$ cat config.mk
export PLATFORM = sky130hd
export DESIGN_NAME = frame_buffer_swapper
export DESIGN_NICKNAME = d
export VERILOG_FILES = /design/src/rtl/fb_swap_pkg.sv /design/src/rtl/frame_buffer_swapper_rise_detect.sv /design/src/rtl/frame_buffer_swapper.sv
export SDC_FILE = /design/constraint.sdc
export NUM_CORES = 1
export LEC_CHECK = 0
export ABC_AREA = 1
export CORE_MARGIN = 4
export CORE_UTILIZATION = 54
export DETAILED_ROUTE_END_ITERATION = 16
export GPL_ROUTABILITY_DRIVEN = 0
export PLACE_DENSITY = 0.85
export REMOVE_ABC_BUFFERS = 1
export SLEW_MARGIN = 20
export SYNTH_ARGS = -nofsm -noshare
export SYNTH_HDL_FRONTEND = slang
export SYNTH_HIERARCHICAL = 1
export SYNTH_SLANG_ARGS = --single-unit
$ cat constraint.sdc
create_clock -name clock -period 3.8 [get_ports clock]
set_clock_uncertainty 0.2 [all_clocks]
set_input_delay 0.57 -clock clock [delete_from_list [all_inputs] [get_ports clock]]
set_output_delay 0.57 -clock clock [all_outputs]
set_load 0.1 [all_outputs]
$ cat src/rtl/fb_swap_pkg.sv
// Shared definitions for the frame-buffer swap path: state encoding and the
// default frame-store bases (also used by the display-fetch block).
package fb_swap_pkg;

    localparam logic [1:0] S_IDLE = 2'd0;
    localparam logic [1:0] S_PEND = 2'd1;
    localparam logic [1:0] S_ACK  = 2'd2;

    typedef enum logic [1:0] {
        ST_IDLE = S_IDLE,
        ST_PEND = S_PEND,
        ST_ACK  = S_ACK
    } swap_state_t;

    localparam logic [31:0] FB0_BASE_DFLT = 32'h0000_0000;
    localparam logic [31:0] FB1_BASE_DFLT = 32'h0010_0000;

    // Frames-since-commit counter saturates so a long idle stretch never wraps
    // back below the pacing threshold.
    function automatic logic [7:0] sat_inc8(input logic [7:0] v);
        return (v == 8'hFF) ? v : v + 8'd1;
    endfunction

endpackage

$ cat src/rtl/frame_buffer_swapper_rise_detect.sv
// Registers a level input and emits a one-cycle pulse on its rising edge;
// a level held high produces exactly one pulse.
module rise_detect (
    input  logic clock,
    input  logic reset,
    input  logic level,
    output logic pulse
);

    logic level_r;

    always_ff @(posedge clock) begin
        if (reset) level_r <= 1'b0;
        else       level_r <= level;
    end

    assign pulse = level & ~level_r;

endmodule

$ cat src/rtl/frame_buffer_swapper.sv
// Double-buffered frame-store base manager: defers swap requests to the next
// eligible vsync rising edge, exchanges bases there and returns a 1-cycle ack.
module frame_buffer_swapper
    import fb_swap_pkg::*;
#(
    parameter int                    ADDR_WIDTH = 32,
    parameter logic [ADDR_WIDTH-1:0] FB0_BASE   = ADDR_WIDTH'(FB0_BASE_DFLT),
    parameter logic [ADDR_WIDTH-1:0] FB1_BASE   = ADDR_WIDTH'(FB1_BASE_DFLT),
    parameter int                    MIN_FRAMES = 1,
    parameter int                    FCNT_WIDTH = 16
) (
    input  logic                  clock,
    input  logic                  reset,
    input  logic                  vsync,
    input  logic                  swap,
    output logic                  swap_ack,
    output logic                  front_sel,
    output logic [ADDR_WIDTH-1:0] front_base,
    output logic [ADDR_WIDTH-1:0] back_base,
    output logic                  swap_pending,
    output logic [FCNT_WIDTH-1:0] frame_count,
    output logic [FCNT_WIDTH-1:0] swap_count
);

    swap_state_t state;
    logic [7:0]  since;
    logic        vs_edge;
    logic        eligible;
    logic        commit;

    rise_detect u_vs_rise (
        .clock (clock),
        .reset (reset),
        .level (vsync),
        .pulse (vs_edge)
    );

    // 9-bit compare so since=255 plus one cannot wrap to zero.
    assign eligible = vs_edge & (({1'b0, since} + 9'd1) >= 9'(MIN_FRAMES));
    assign commit   = swap & eligible & ((state == ST_IDLE) | (state == ST_PEND));

    always_ff @(posedge clock) begin
        if (reset) begin
            state        <= ST_IDLE;
            swap_ack     <= 1'b0;
            swap_pending <= 1'b0;
            front_sel    <= 1'b0;
            front_base   <= FB0_BASE;
            back_base    <= FB1_BASE;
            frame_count  <= '0;
            swap_count   <= '0;
            since        <= 8'd0;
        end else begin
            if (vs_edge) begin
                frame_count <= frame_count + 1'b1;
                since       <= sat_inc8(since);
            end

            // Commit after the edge update so the pacing counter restarts at 0.
            if (commit) begin
                front_sel  <= ~front_sel;
                front_base <= back_base;
                back_base  <= front_base;
                swap_count <= swap_count + 1'b1;
                since      <= 8'd0;
            end

            swap_ack     <= 1'b0;
            swap_pending <= 1'b0;
            case (state)
                ST_IDLE: begin
                    if (commit) begin
                        state    <= ST_ACK;
                        swap_ack <= 1'b1;
                    end else if (swap) begin
                        state        <= ST_PEND;
                        swap_pending <= 1'b1;
                    end
                end
                ST_PEND: begin
                    // Request withdrawn before commit: tolerated, nothing recorded.
                    if (!swap) begin
                        state <= ST_IDLE;
                    end else if (commit) begin
                        state    <= ST_ACK;
                        swap_ack <= 1'b1;
                    end else begin
                        swap_pending <= 1'b1;
                    end
                end
                ST_ACK:  state <= ST_IDLE;
                default: state <= ST_IDLE;
            endcase
        end
    end

endmodule

======== After elaboration in Yosys (flattened, before gate mapping) ========
Index checks and enable logic that the tools add are counted.
storage, ports and cells
  register bits ........................... 110
  bits in latches ......................... 0
  bits in writable memories ............... 0
  bits in read-only memories .............. 0
  input bits .............................. 4
  memories ................................ 0
operators by class
  add/subtract/negate cells ............... 4
  $mul .................................... 0
  divide/modulo/power cells ............... 0
  $lt $le $gt $ge ......................... 1
  eq/ne operators ......................... 4
  shift operators ......................... 0
  multiplexer cells ....................... 13
  bitwise logic cells ..................... 8
  reduce and logical (&&, ||, !) cells .... 4
operators by type and width
  cell                                                                   count
  16-bit by 1-bit adder with 16-bit output, second input constant        2
  8-bit by 1-bit adder with 9-bit output, second input constant          1
  9-bit by 1-bit >= comparator with 1-bit output, second input constant  1
  8-bit by 1-bit adder with 8-bit output, second input constant          1
  8-bit equality test, second input constant                             1
  2-bit two-way mux                                                      4
  1-bit two-way mux                                                      6
  3-bit inequality test, second input constant                           2
  1-bit bitwise AND                                                      4
  1-bit one-hot mux with 2 select lines                                  2
  2-bit one-hot mux with 2 select lines                                  1
  2-bit AND reduction                                                    2
  1-bit NOT                                                              3
  2-bit by 1-bit equality test with 1-bit output, second input constant  1
  2-bit logical NOT                                                      1
  2-bit OR reduction                                                     1
  1-bit bitwise OR                                                       1

======== Logic depth before layout (Yosys ltp) ========
  depth after elaboration ................. 8
  gate-level depth with buffers ........... 16
  mapped depth without buffers ............ 14

======== Modules after synthesis ========
The synthesis kept the hierarchy.
by module, submodules not included
  module                instances  cells an instance  area each (um^2)  seq. area each (um^2)
  frame_buffer_swapper  1          627                4,555.6           2,162.1
  rise_detect           1          4                  31.3              20.0

======== Least setup slack after synthesis ========
Ideal clock, no wire load.
  path type ............................... flip-flop to flip-flop
  start point ............................. register frame_count[0]
  end point ............................... register frame_count[14]
  setup time .............................. 128 ps
  arrival ................................. 2,241 ps
  setup slack ............................. 1,232 ps
  cell stages (with the launch flop) ...... 9
  buffers on the path ..................... 0
  path through ............................ dfxtp_1 -> ha_1 -> nand2_1 -> nor3_1 -> nand4_1 -> nor3_1 -> nand4_1 -> nand2_1 -> nor2_1
between the ends
  cells in the longest elaborated chain, start to end .. 1
ends and longest elaborated chain
  what                                      RTL line                    source
  start: declaration                        frame_buffer_swapper.sv:21  output logic [FCNT_WIDTH-1:0] frame_count,
  start signal: assignment                  frame_buffer_swapper.sv:55  frame_count <= frame_count + 1'b1;
  16-bit by 1-bit adder with 16-bit output  frame_buffer_swapper.sv:55
No other way between the ends.
A chain may end at the register's enable or synchronous reset.

======== Final worst setup path ========
  start point ............................. register since[0]
  end point ............................... register since[4]
between the ends
  cells in the longest elaborated chain, start to end .. 6
ends and longest elaborated chain
  what                                            RTL line                    source
  start: declaration                              frame_buffer_swapper.sv:26  logic [7:0] since;
  start signal: assignment                        frame_buffer_swapper.sv:56  since <= sat_inc8(since);
  8-bit by 1-bit adder with 9-bit output          frame_buffer_swapper.sv:39  assign eligible = vs_edge & (({1'b0, since} + 9'd1) >= 9'(MIN_FRAMES));
  9-bit by 1-bit >= comparator with 1-bit output  frame_buffer_swapper.sv:39
  1-bit bitwise AND                               frame_buffer_swapper.sv:39
  1-bit bitwise AND (2 in series)                 frame_buffer_swapper.sv:40  assign commit = swap & eligible & ((state == ST_IDLE) | (state == ST_PEND));
  2-bit OR reduction (no line)                    -
Several ways; a longest one is shown, not always the timed one.

==> summary by stage <==
Placement
In this run the tool buffered the top-level ports with 102 buffer cells. Detailed placement ended at an HPWL of approximately 7500 um. In this run the cell area measured after placement is 5600 um2. The worst slack after detailed placement is between 0.6 and 0.7 ns. The number of cells in the design after placement is 813.

Timing
The final max-slew violation count was 0. The number of hold violations in the final report was 0. Based on the critical path, the design can be clocked at up to 0.339 GHz. Setup repair after global routing left no endpoint under its margin. The worst path setup slack after routing is 0.854 ns.

The transition time at the pin with the least slew margin is 1.04 ns. Setup violations remaining at the end of the flow were counted as 0. The clock period could shrink to 2.95 ns. For the final routed database, the setup TNS stands at 0 ns. Of the available clock period, the critical path in the final layout requires 0.775. The worst pin sits at a relative slew slack of 0.307.

Detailed routing
In the routed layout, each cell is associated on average with a via count of 5.34. The count of TritonRoute iterations in the first routing pass is 5. For this run, design rule violations remaining after detail routing come to 0. The routed wire length is 11100 um. The routed via count is 4423. The starting DRC count in detailed routing is 166. The routed wire length per instance is 13.4 um. The post-route antenna net violation count is 0.

Worst setup path
The kind of start point of the critical path is a flop. The arrival time at the worst endpoint is about 3 ns. The worst register-to-register path ends at since[4]$_SDFFE_PP0P_. The path type of the worst setup path is flop to flop. The biggest fanout along the worst timing path is 48.

The origin of the critical flop-to-flop path is since[0]$_SDFFE_PP0P_. The element type at the critical path end is a flop. Setup slack on the worst reg-to-reg path comes out at about 0.85 ns. The cell depth of the worst flop-to-flop path is 14. For the worst setup path, the data required time is about 3.9 ns.

Clock network
The total setup buffers inserted after CTS is 0. The hold buffer count at CTS is 0. TritonCTS built the clock tree. In this run the number of H-tree levels came out at 3. The clock slew at the register clock pins of the worst setup and hold paths is 0.11 ns.

The CTS sink count is 109. Once the clock tree was built, the resizer swapped 0 gates to a different size. The maximum clock insertion buffer count is 2. The cell sitting at the root of the clock tree is a clkbuf_8.

Counting the buffers created by CTS gives 9. At the later pin of the worst-skew pair, clock insertion delay measures 0.37 ns.

Cells and area
The top cell types in the final layout, fill and taps aside, are 220 x nand2_1, 109 x dfxtp_1, 102 x clkdlybuf4s50_1. The synthesis-to-layout area growth is 26.5%. The final-stage net count is 727.

The number of antenna diodes in the final layout is 0. The cell area after layout is 5800 um2. The count of cells in the finished layout, fillers not included, comes to 829. The library cell used most frequently in the layout, excluding fill and tap cells, is nand2_1. The share of layout cells above drive strength 1 is 0.0414.

Yosys
The count of distinct cell types in the synthesized netlist is 31. The largest area contributor in the synthesized netlist is dfxtp_1. Sorting the synthesized cells by area gives the leading types as dfxtp_1 48%, nand2_1 18%, nand3_1 9.5%. Yosys printed 6 warnings. The mean instance size in the synthesized netlist is between 7 and 8 um2. After technology mapping, the gate count stands at 631. The combined area of all synthesized cells is around 4600 um2. The sequential area share after synthesis is 0.476. The portion of synthesized cell area occupied by the leading cell type is 0.476.

The number of register bits inferred by synthesis is approximately 110.

Global routing
The residual overflow from global routing is 0. The total routing resource utilization after global routing is 0.222. The initial antenna violation count was 0. The via count of the first global-routing pass is just over 4000. Entering global routing, the biggest net connects 67 pins. The first global-routing pass estimated 18700 um of wire.

Min path
The startpoint identified for the worst hold timing path is front_base[9]$_SDFFE_PP0P_. The worst hold endpoint is back_base[9]$_SDFFE_PP0P_. In this run the worst hold path is classified as flop to flop.

Counting instances, the worst hold path has a depth of 2.

Power
The reported leakage power is 2.36 nW. For this design the ratio of total power to cell area is 347 nW/um2. VDD sags by at most 265 uV.

Outcome
The flow ran to the end, and the final reports show no timing, DRC or antenna violations.

Die
The initial core utilization is 0.555. The region available for standard cell placement spans 8260 um2. The count of boundary I/O pins is 103. The die is 100 um tall. The horizontal extent of the die is 100 um. In this run the core area contains 33 standard-cell rows.

The die covers approximately 10000 um2.

Flow run
The count of max-cap constraint violations is 0.
registers in the layout, summed over array words and instances (netlist names):
signal / flops
back_base: 32
frame_count: 16
front_base: 32
front_sel: 1
since: 8
state: 1
swap_ack: 1
swap_count: 16
swap_pending: 1
u_vs_rise/level_r: 1
synthesized netlist by cell type:
master / n
inv_2: 1
nor2_1: 37
nor4_1: 2
o21ai_1: 2
nand2_4: 1
buf_4: 2
buf_8: 3
o21ai_0: 6
nand4_1: 22
buf_2: 11
o21a_1: 2
nor2_4: 1
a21o_1: 1
buf_1: 4
dfxtp_1: 109
a21oi_1: 35
nor2_2: 2
clkinv_1: 2
nand3_2: 1
nand3b_1: 1
nand2_2: 1
xnor2_1: 3
and2_1: 1
inv_1: 40
nand3_1: 87
clkbuf_1: 10
nor3_1: 9
xor2_1: 9
ha_1: 4
nand2_1: 220
buf_6: 2
layout make-up:
class	count	area (um2)
fillers	668	2450
flip-flops and latches	109	2180
multi-input cells	447	2050
repair buffers	109	1070
inverters	43	161
clock buffers	10	138
well taps	105	131
clock inverters	6	65.1
kinds of logic after synthesis:
logic type,share of synthesized area
and+or+nand+nor,0.362
DFF,0.476
buffers and inverters,0.0766
AOI/OAI and AO/OA,0.0518
xor gates and xnor gates,0.0229
adders and majority gates,0.0109
metal layers:
metal | part of all wire | vias up | track usage
li1 | - | 2205 | -
met1 | 0.43 | 2052 | 0.286
met2 | 0.47 | 151 | 0.347
met3 | 0.10 | 15 | 0.0987
met4 | 0.0084 | 0 | 0.0466
met5 | 0 | - | 0
metrics by stage:
step                hold slack, ns   util  total power, W
finish                       0.260  0.703         0.00201
CTS                          0.264  0.703         0.00202
global route                 0.276  0.703         0.00208
floorplan                    0.267      -         0.00129
detailed placement           0.257  0.678         0.00133
global placement             0.247  0.678         0.00133
worst max-delay path, stage by stage (launching register included):
cell and delay, ns:
dfxtp_1 0.43, inv_1 0.10, ha_1 0.31, inv_1 0.06
nand2_1 0.05, nor2_1 0.10, nand2_1 0.07, nor2_1 0.11
nand2_1 0.07, nor2_2 0.12, nand2_4 0.15, nand3_2 0.14
buf_4 0.43, nand2_1 0.33, a21oi_1 0.20
how the worst max path moves through the flow:
stage                                     start                            to  slack (ns)
final                     since[0]$_SDFFE_PP0P_         since[4]$_SDFFE_PP0P_        0.85
after global routing      since[0]$_SDFFE_PP0P_         since[2]$_SDFFE_PP0P_        0.61
after CTS                 since[0]$_SDFFE_PP0P_         since[0]$_SDFFE_PP0P_        0.86
after detailed placement                  vsync  frame_count[14]$_SDFFE_PP0P_        0.69
after global placement                    vsync  frame_count[14]$_SDFFE_PP0P_        0.79
after floorplan                           vsync     back_base[0]$_SDFFE_PP0P_       -0.35
power by group:
part           total (W)  leakage [nW]  switching, W  internal [W]
clock           0.000704         0.104      0.000428      0.000276
sequential       0.00116         0.880    0.00000871       0.00115
combinational   0.000149          1.37      0.000118     0.0000310
Power figures use the tool's default switching activity.
